===== src/rtl/t03_combat_pkg.sv =====
// t03_combat_pkg
// Shared encodings and widths for the combat arbiter slice.
//   - Game-state encoding (IDLE/FIGHT/P1_WIN/P2_WIN/DRAW), 3 bits.
//   - Player-state encoding (REST/ATTACK/BLOCK); 2'b11 is invalid and reads as rest.
//   - Health width 4, time width 12, plus matching types.
//   - BlockDamage: damage dealt to a blocking player. Set by macro T03_CHIP_DAMAGE_EN
//     (defined: 1, chip damage with hit pulse; undefined: 0, full block).
//   - sat_sub: health subtraction clamped at zero.
package t03_combat_pkg;

  localparam int unsigned HealthW = 4;
  localparam int unsigned TimeW   = 12;

  typedef logic [HealthW-1:0] health_t;
  typedef logic [TimeW-1:0]   time_t;

  localparam logic [2:0] GameIdle  = 3'b000;
  localparam logic [2:0] GameFight = 3'b001;
  localparam logic [2:0] GameP1Win = 3'b010;
  localparam logic [2:0] GameP2Win = 3'b011;
  localparam logic [2:0] GameDraw  = 3'b100;

  localparam logic [1:0] PlayerRest   = 2'b00;
  localparam logic [1:0] PlayerAttack = 2'b01;
  localparam logic [1:0] PlayerBlock  = 2'b10;

`ifdef T03_CHIP_DAMAGE_EN
  localparam int unsigned BlockDamage = 1;
`else
  localparam int unsigned BlockDamage = 0;
`endif

  // Clamp at zero so a large hit on low health never wraps.
  function automatic health_t sat_sub(input health_t h, input health_t d);
    return (h > d) ? health_t'(h - d) : '0;
  endfunction

endpackage


===== src/rtl/t03_attack_edge.sv =====
// t03_attack_edge
// Tick-gated rising-edge detector on "player is attacking" (state == 01).
// Ports:
//   clk        clock
//   rst        asynchronous active-low reset; history reads "not attacking"
//   tick_i     frame tick; history only advances when 1
//   clear_i    round start: suppress the edge this tick; history then holds the
//              current state, so a 01 held across the start does not strike
//   state_i    2-bit player state
//   edge_o     combinational: attacking now and not attacking on the previous tick
module t03_attack_edge
  import t03_combat_pkg::*;
(
  input  logic       clk,
  input  logic       rst,
  input  logic       tick_i,
  input  logic       clear_i,
  input  logic [1:0] state_i,
  output logic       edge_o
);

  logic attacking;
  logic attack_q;

  assign attacking = (state_i == PlayerAttack);
  assign edge_o    = attacking & ~attack_q & ~clear_i;

  always_ff @(posedge clk or negedge rst) begin
    if (!rst) begin
      attack_q <= 1'b0;
    end else if (tick_i) begin
      attack_q <= attacking;
    end
  end

endmodule


===== src/rtl/t03_combat_arbiter.sv =====
// t03_combat_arbiter
// Two-player combat round arbiter. All state advances on ticks (finished = 1) and
// every output is registered, so a tick's effect is visible the following cycle.
// Optional feature: macro T03_CHIP_DAMAGE_EN gives a blocking player 1 point of chip
// damage (with hit pulse); without it a block absorbs the strike entirely.
// Parameters:
//   MAX_HEALTH   health loaded at round start
//   HIT_DAMAGE   damage of an unblocked strike
//   ROUND_TICKS  round length in ticks
// Ports:
//   clk, rst               clock, asynchronous active-low reset
//   finished               frame tick
//   start                  level, sampled on ticks; starts a round unless in FIGHT
//   p1_state, p2_state     00 rest, 01 attack, 10 block, 11 treated as rest
//   p1_health, p2_health   current health
//   hit_p1, hit_p2         player was struck with nonzero damage on the last tick
//   game_state             000 IDLE, 001 FIGHT, 010 P1_WIN, 011 P2_WIN, 100 DRAW
//   time_left              remaining round ticks
module t03_combat_arbiter
  import t03_combat_pkg::*;
#(
  parameter int unsigned MAX_HEALTH  = 10,
  parameter int unsigned HIT_DAMAGE  = 2,
  parameter int unsigned ROUND_TICKS = 3600
) (
  input  logic        clk,
  input  logic        rst,
  input  logic        finished,
  input  logic        start,
  input  logic [1:0]  p1_state,
  input  logic [1:0]  p2_state,
  output logic [3:0]  p1_health,
  output logic [3:0]  p2_health,
  output logic        hit_p1,
  output logic        hit_p2,
  output logic [2:0]  game_state,
  output logic [11:0] time_left
);

  localparam health_t MaxHealthV = health_t'(MAX_HEALTH);
  localparam health_t HitDmgV    = health_t'(HIT_DAMAGE);
  localparam health_t BlockDmgV  = health_t'(BlockDamage);
  localparam time_t   RoundV     = time_t'(ROUND_TICKS);

  logic [2:0] gs_q, gs_d;
  health_t    h1_q, h1_d, h2_q, h2_d;
  logic       hit1_q, hit1_d, hit2_q, hit2_d;
  time_t      tl_q, tl_d;

  logic    in_fight;
  logic    begin_round;
  logic    p1_edge, p2_edge;
  health_t dmg_to_p1, dmg_to_p2;
  health_t h1_after, h2_after;
  time_t   tl_after;

  assign in_fight    = (gs_q == GameFight);
  assign begin_round = finished & start & ~in_fight;

  t03_attack_edge u_edge_p1 (
    .clk     (clk),
    .rst     (rst),
    .tick_i  (finished),
    .clear_i (begin_round),
    .state_i (p1_state),
    .edge_o  (p1_edge)
  );

  t03_attack_edge u_edge_p2 (
    .clk     (clk),
    .rst     (rst),
    .tick_i  (finished),
    .clear_i (begin_round),
    .state_i (p2_state),
    .edge_o  (p2_edge)
  );

  // Blocking is judged on the states sampled this tick; a player with an attack
  // edge is in 01, so simultaneous attackers never block each other.
  always_comb begin
    dmg_to_p1 = '0;
    dmg_to_p2 = '0;
    if (p2_edge) dmg_to_p1 = (p1_state == PlayerBlock) ? BlockDmgV : HitDmgV;
    if (p1_edge) dmg_to_p2 = (p2_state == PlayerBlock) ? BlockDmgV : HitDmgV;
  end

  assign h1_after = sat_sub(h1_q, dmg_to_p1);
  assign h2_after = sat_sub(h2_q, dmg_to_p2);
  assign tl_after = (tl_q == '0) ? '0 : time_t'(tl_q - time_t'(1));

  always_comb begin
    gs_d   = gs_q;
    h1_d   = h1_q;
    h2_d   = h2_q;
    hit1_d = hit1_q;
    hit2_d = hit2_q;
    tl_d   = tl_q;
    if (finished) begin
      if (begin_round) begin
        gs_d   = GameFight;
        h1_d   = MaxHealthV;
        h2_d   = MaxHealthV;
        hit1_d = 1'b0;
        hit2_d = 1'b0;
        tl_d   = RoundV;
      end else if (in_fight) begin
        h1_d   = h1_after;
        h2_d   = h2_after;
        hit1_d = (dmg_to_p1 != '0);
        hit2_d = (dmg_to_p2 != '0);
        tl_d   = tl_after;
        // Exit is judged on post-damage health, knockouts before the timer.
        if (h1_after == '0 && h2_after == '0) begin
          gs_d = GameDraw;
        end else if (h2_after == '0) begin
          gs_d = GameP1Win;
        end else if (h1_after == '0) begin
          gs_d = GameP2Win;
        end else if (tl_after == '0) begin
          if (h1_after > h2_after) begin
            gs_d = GameP1Win;
          end else if (h2_after > h1_after) begin
            gs_d = GameP2Win;
          end else begin
            gs_d = GameDraw;
          end
        end
      end else begin
        // IDLE and result states: everything frozen, no strikes.
        hit1_d = 1'b0;
        hit2_d = 1'b0;
      end
    end
  end

  always_ff @(posedge clk or negedge rst) begin
    if (!rst) begin
      gs_q   <= GameIdle;
      h1_q   <= MaxHealthV;
      h2_q   <= MaxHealthV;
      hit1_q <= 1'b0;
      hit2_q <= 1'b0;
      tl_q   <= RoundV;
    end else begin
      gs_q   <= gs_d;
      h1_q   <= h1_d;
      h2_q   <= h2_d;
      hit1_q <= hit1_d;
      hit2_q <= hit2_d;
      tl_q   <= tl_d;
    end
  end

  assign p1_health  = h1_q;
  assign p2_health  = h2_q;
  assign hit_p1     = hit1_q;
  assign hit_p2     = hit2_q;
  assign game_state = gs_q;
  assign time_left  = tl_q;

endmodule


===== config.mk =====
export PLATFORM = sky130hd
export DESIGN_NAME = t03_combat_arbiter
export DESIGN_NICKNAME = d
export VERILOG_FILES = /design/src/rtl/t03_combat_pkg.sv /design/src/rtl/t03_attack_edge.sv /design/src/rtl/t03_combat_arbiter.sv
export SDC_FILE = /design/constraint.sdc
export NUM_CORES = 1
export LEC_CHECK = 0
export ABC_CLOCK_PERIOD_IN_PS = 3400
export BUFFER_PORTS_ARGS = -buffer_cell sky130_fd_sc_hd__buf_2
export CORE_AREA = 5 5 68 70
export DETAILED_ROUTE_END_ITERATION = 7
export DIE_AREA = 0 0 73 75
export PLACE_DENSITY = 0.77
export RECOVER_POWER = 25
export SLEW_MARGIN = 5
export SYNTH_ARGS = -nofsm -noshare
export SYNTH_HDL_FRONTEND = slang
export SYNTH_SLANG_ARGS = --single-unit

===== constraint.sdc =====
create_clock -name clk -period 3.4 [get_ports clk]
set_clock_uncertainty 0.05 [all_clocks]
set_input_delay 0.17 -clock clk [delete_from_list [all_inputs] [get_ports clk]]
set_output_delay 0.17 -clock clk [all_outputs]
set_load 0.01 [all_outputs]

==> impl_metrics.tcl <==
set metrics [dict create \
    chipWidth_um 73 \
    crit_required_ns 3.53 \
    clock-sinks 27 \
    async_flop_share_pct 100.0 \
    netlist_area_mm2 0.001888 \
    fin_cells 285 \
    multi_input_area_mm2 0.001085 \
    min_path_cells 3 \
    use_met2_pct 27.11 \
    synthCells 205 \
    synth_fa_ha_area_share_pct 5.964 \
    maxCapViolCount 1 \
    drt-total-wl_mm 4.371 \
    cp_data_arrival_time_ns 3.39 \
    drt_iter0_drc 125 \
    final_nets 253 \
    gp_congestion 0.8729 \
    via_per_inst 5.874 \
    synthMuxAreaShare_pct 0 \
    antenna_cells 0 \
    synth.area.top_cells "dfrtp_1 (25%), dfstp_2 (11%), ha_1 (6.0%), nor2_1 (4.0%), a21oi_1 (3.2%)" \
    std_cell_rows 23 \
    clk_pin_slew_ns 0.09 \
    grt_pass1_wl_mm 7.279 \
    hold_class "in2reg" \
    finalHoldViolations 0 \
    yosysUniqueCellTypes 62 \
    syn_nets 222 \
    grt_antenna_before_repair 0 \
    synth-xor-area-share_pct 1.856 \
    area_delta_synth_final_pct 12.19 \
    run_status "finished with violations" \
    crit_type "reg2reg" \
    placedCellCount 280 \
    pwr-share-seq_pct 33.3 \
    insertion_delay_ns 0.28 \
    postSynthRegisterBits 27 \
    grt_start_max_net_pins 28 \
    synth_top_area_share_pct 25.18 \
    drc 0 \
    firstDrtPassIters 4 \
    start_util_pct 48.24 \
    drtAntennaViolNets 0 \
    rsz0062_at_grt "no" \
    dieArea_mm2 0.005475 \
    yosysTopAreaCell "dfrtp_1" \
    ios 33 \
    cts-buffers-inserted 3 \
    drive_gt1_share_pct 27.66 \
    die_h_um 75 \
    busiest_layer "met2" \
    ys_warn_count 0 \
    r2r_start "game_state[1]" \
    syn_avg_cell_area_um2 9.210 \
    p_leak_nw 0.9255 \
    io_buffer_count 32 \
    synth-simple-area-share_pct 24.12 \
    reg2regPathDepth 13 \
    pwr-share-comb_pct 54.1 \
    cts_tree "done" \
    ff_latch_area_um2 685.7 \
    vias 1674 \
    max_clock_freq_ghz 0.3071 \
    grt_use_total_pct 17.08 \
    hpwl_mm 3.250 \
    drv_slew 27 \
    yosysSeqAreaShare_pct 36.32 \
    setup_viol 0 \
    clk_path_buf_depth 2 \
    power_frac_clock_pct 12.6 \
    ys.flop_type "dfrtp_1" \
    synth_top_family_by_area "compound AO/OA/AOI/OAI gates" \
    grt_pass1_vias 1520 \
    worst_pin_slew_ns 1.505 \
    cp-start-kind "flip-flop" \
    max-slew-margin-rel_pct -0.3659 \
    ir_worst_vdd_mv 0.2533 \
    fin_crit_sh_pct 95.76 \
    wl_per_cell_um 15.34 \
    path_max_fanout 6 \
    holdPathEnd "u_edge_p2.attack_q" \
    synth_compound_area_share_pct 25.38 \
    min_period_ns 3.256 \
    end_kind "flip-flop" \
    synth_edf_count 0 \
    cts_max_level 1 \
    p_per_area_mw_per_mm2 717.7 \
    cts_setup_buffers 0 \
    grt.met3_usage_pct 2.537 \
    totalNegativeSetupSlack_ns 0 \
    crit_start "game_state[1]" \
    violations "capacitance limit, slew limit" \
    fillCellCount 372 \
    rrSetupSlack_ns 0.14 \
    timing.rr.end "game_state[2]" \
    root_buffer "clkbuf_8" \
    grt_use_met1_pct 23.71 \
    coreArea_mm2 0.003914 \
    power_switching_uw 679.9 \
    grt_overflow 0 \
    swShare_pct 44.72 \
    internal_power_uw 840.4 \
    holdCritStartpoint "p2_state[0]" \
]
flip-flops by register name, indices dropped and copies added, names as in the netlist:
signal,flops
hit_p1,1
u_edge_p2.attack_q,1
p1_health,4
u_edge_p1.attack_q,1
p2_health,4
hit_p2,1
game_state,3
time_left,12
cells in the mapped netlist (all sizes together) (5+ instances only):
cell / n
o21a: 5
a31o: 5
dfrtp: 19
dfstp: 8
ha: 9
nor3: 5
a21oi: 12
inv: 15
clkbuf: 5
nor2: 20
o21ai: 17
nand2: 10
kinds of logic (layout without fill, tap and decap cells):
family	count (synthesis)	count (layout)
xor+xnor	4	4
fa+ha+maj	9	9
compound gates	68	68
simple gates	73	73
buf+inv	24	54
flops	27	27
routing by layer:
metal / wire [um] / up-vias
met5: 0 / -
met4: 57 / 0
met3: 224 / 5
met2: 2051 / 46
met1: 2037 / 800
li1: - / 823
placed cells by master (no fill, tap or decap), types with 3 or more instances in the layout:
cell type  count
o21a_1         4
o22ai_1        3
nor3_1         5
o21ai_0       12
clkbuf_8       3
a31o_1         3
nand3b_1       3
o31ai_1        4
dfrtp_1       19
xnor2_1        3
nor2_1        19
ha_1           9
o22a_1         4
buf_2         31
nand2_1       10
a21oi_1       12
nand2b_1       3
o21ai_1        5
nor2b_1        3
dfstp_2        8
nand3_1        3
nand4_1        3
inv_1         15
repair_timing:
action / CTS / global route
endpoints found under the hold margin: 19 / 0
hold buffers: 1 / 0
gates resized for setup: 0 / 1
endpoints found under the setup margin: 0 / 1
power groups by stage:
stage          Clock (mW)  Combinational (mW)  Sequential [mW]
6_report            0.191               0.822            0.507
5_1_grt             0.215               0.908            0.522
4_1_cts             0.202               0.817            0.506
3_5_place_dp            0               0.811            0.512
3_3_place_gp            0               0.801            0.510
2_1_floorplan           0               0.605            0.521
how the worst max path moves through the flow:
stage                     slack (ns)             to  depth (start not counted)
after floorplan                 0.20  game_state[2]                         14
after global placement          0.33  game_state[2]                         13
after detailed placement        0.21  game_state[2]                         13
after CTS                       0.21  game_state[2]                         13
after global routing           0.006  game_state[2]                         13
final                           0.14  game_state[2]                         13
critical path, cell delays in order, from the launching register on:
cell and delay, ns:
dfrtp_1 0.42, nor3b_2 0.28, nor2_2 0.10, nor2_1 0.13
ha_1 0.25, nor2b_1 0.16, o21a_1 0.23, or2_2 0.30
ha_1 0.29, a21o_1 0.19, nor4_1 0.19, a21oi_1 0.10
a41o_1 0.25, a22o_1 0.20
cell type report:
cell class | instances | share of cell area [%]
Multi-Input combinational cell | 154 | 51.21
Sequential cell | 27 | 32.37
Timing Repair Buffer | 35 | 8.683
Tap cell | 50 | 2.953
Inverter | 15 | 2.658
Clock buffer | 4 | 2.126
per-stage QoR:
step           hold WS, ns  total power [mW]  worst slack, ns  cell area [um2]  util [%]
4_1_cts            0.09329             1.525           0.2064             2117     54.09
3_3_place_gp        0.1618             1.311           0.3255             2062     52.69
6_report           0.09137             1.520           0.1442             2118     54.12
5_1_grt            0.08682             1.646         0.006202             2118     54.12
3_5_place_dp        0.1781             1.323           0.2119             2062     52.69
2_1_floorplan      -0.1756             1.126           0.2017             1888         -
(Power assumes the default switching activity.)
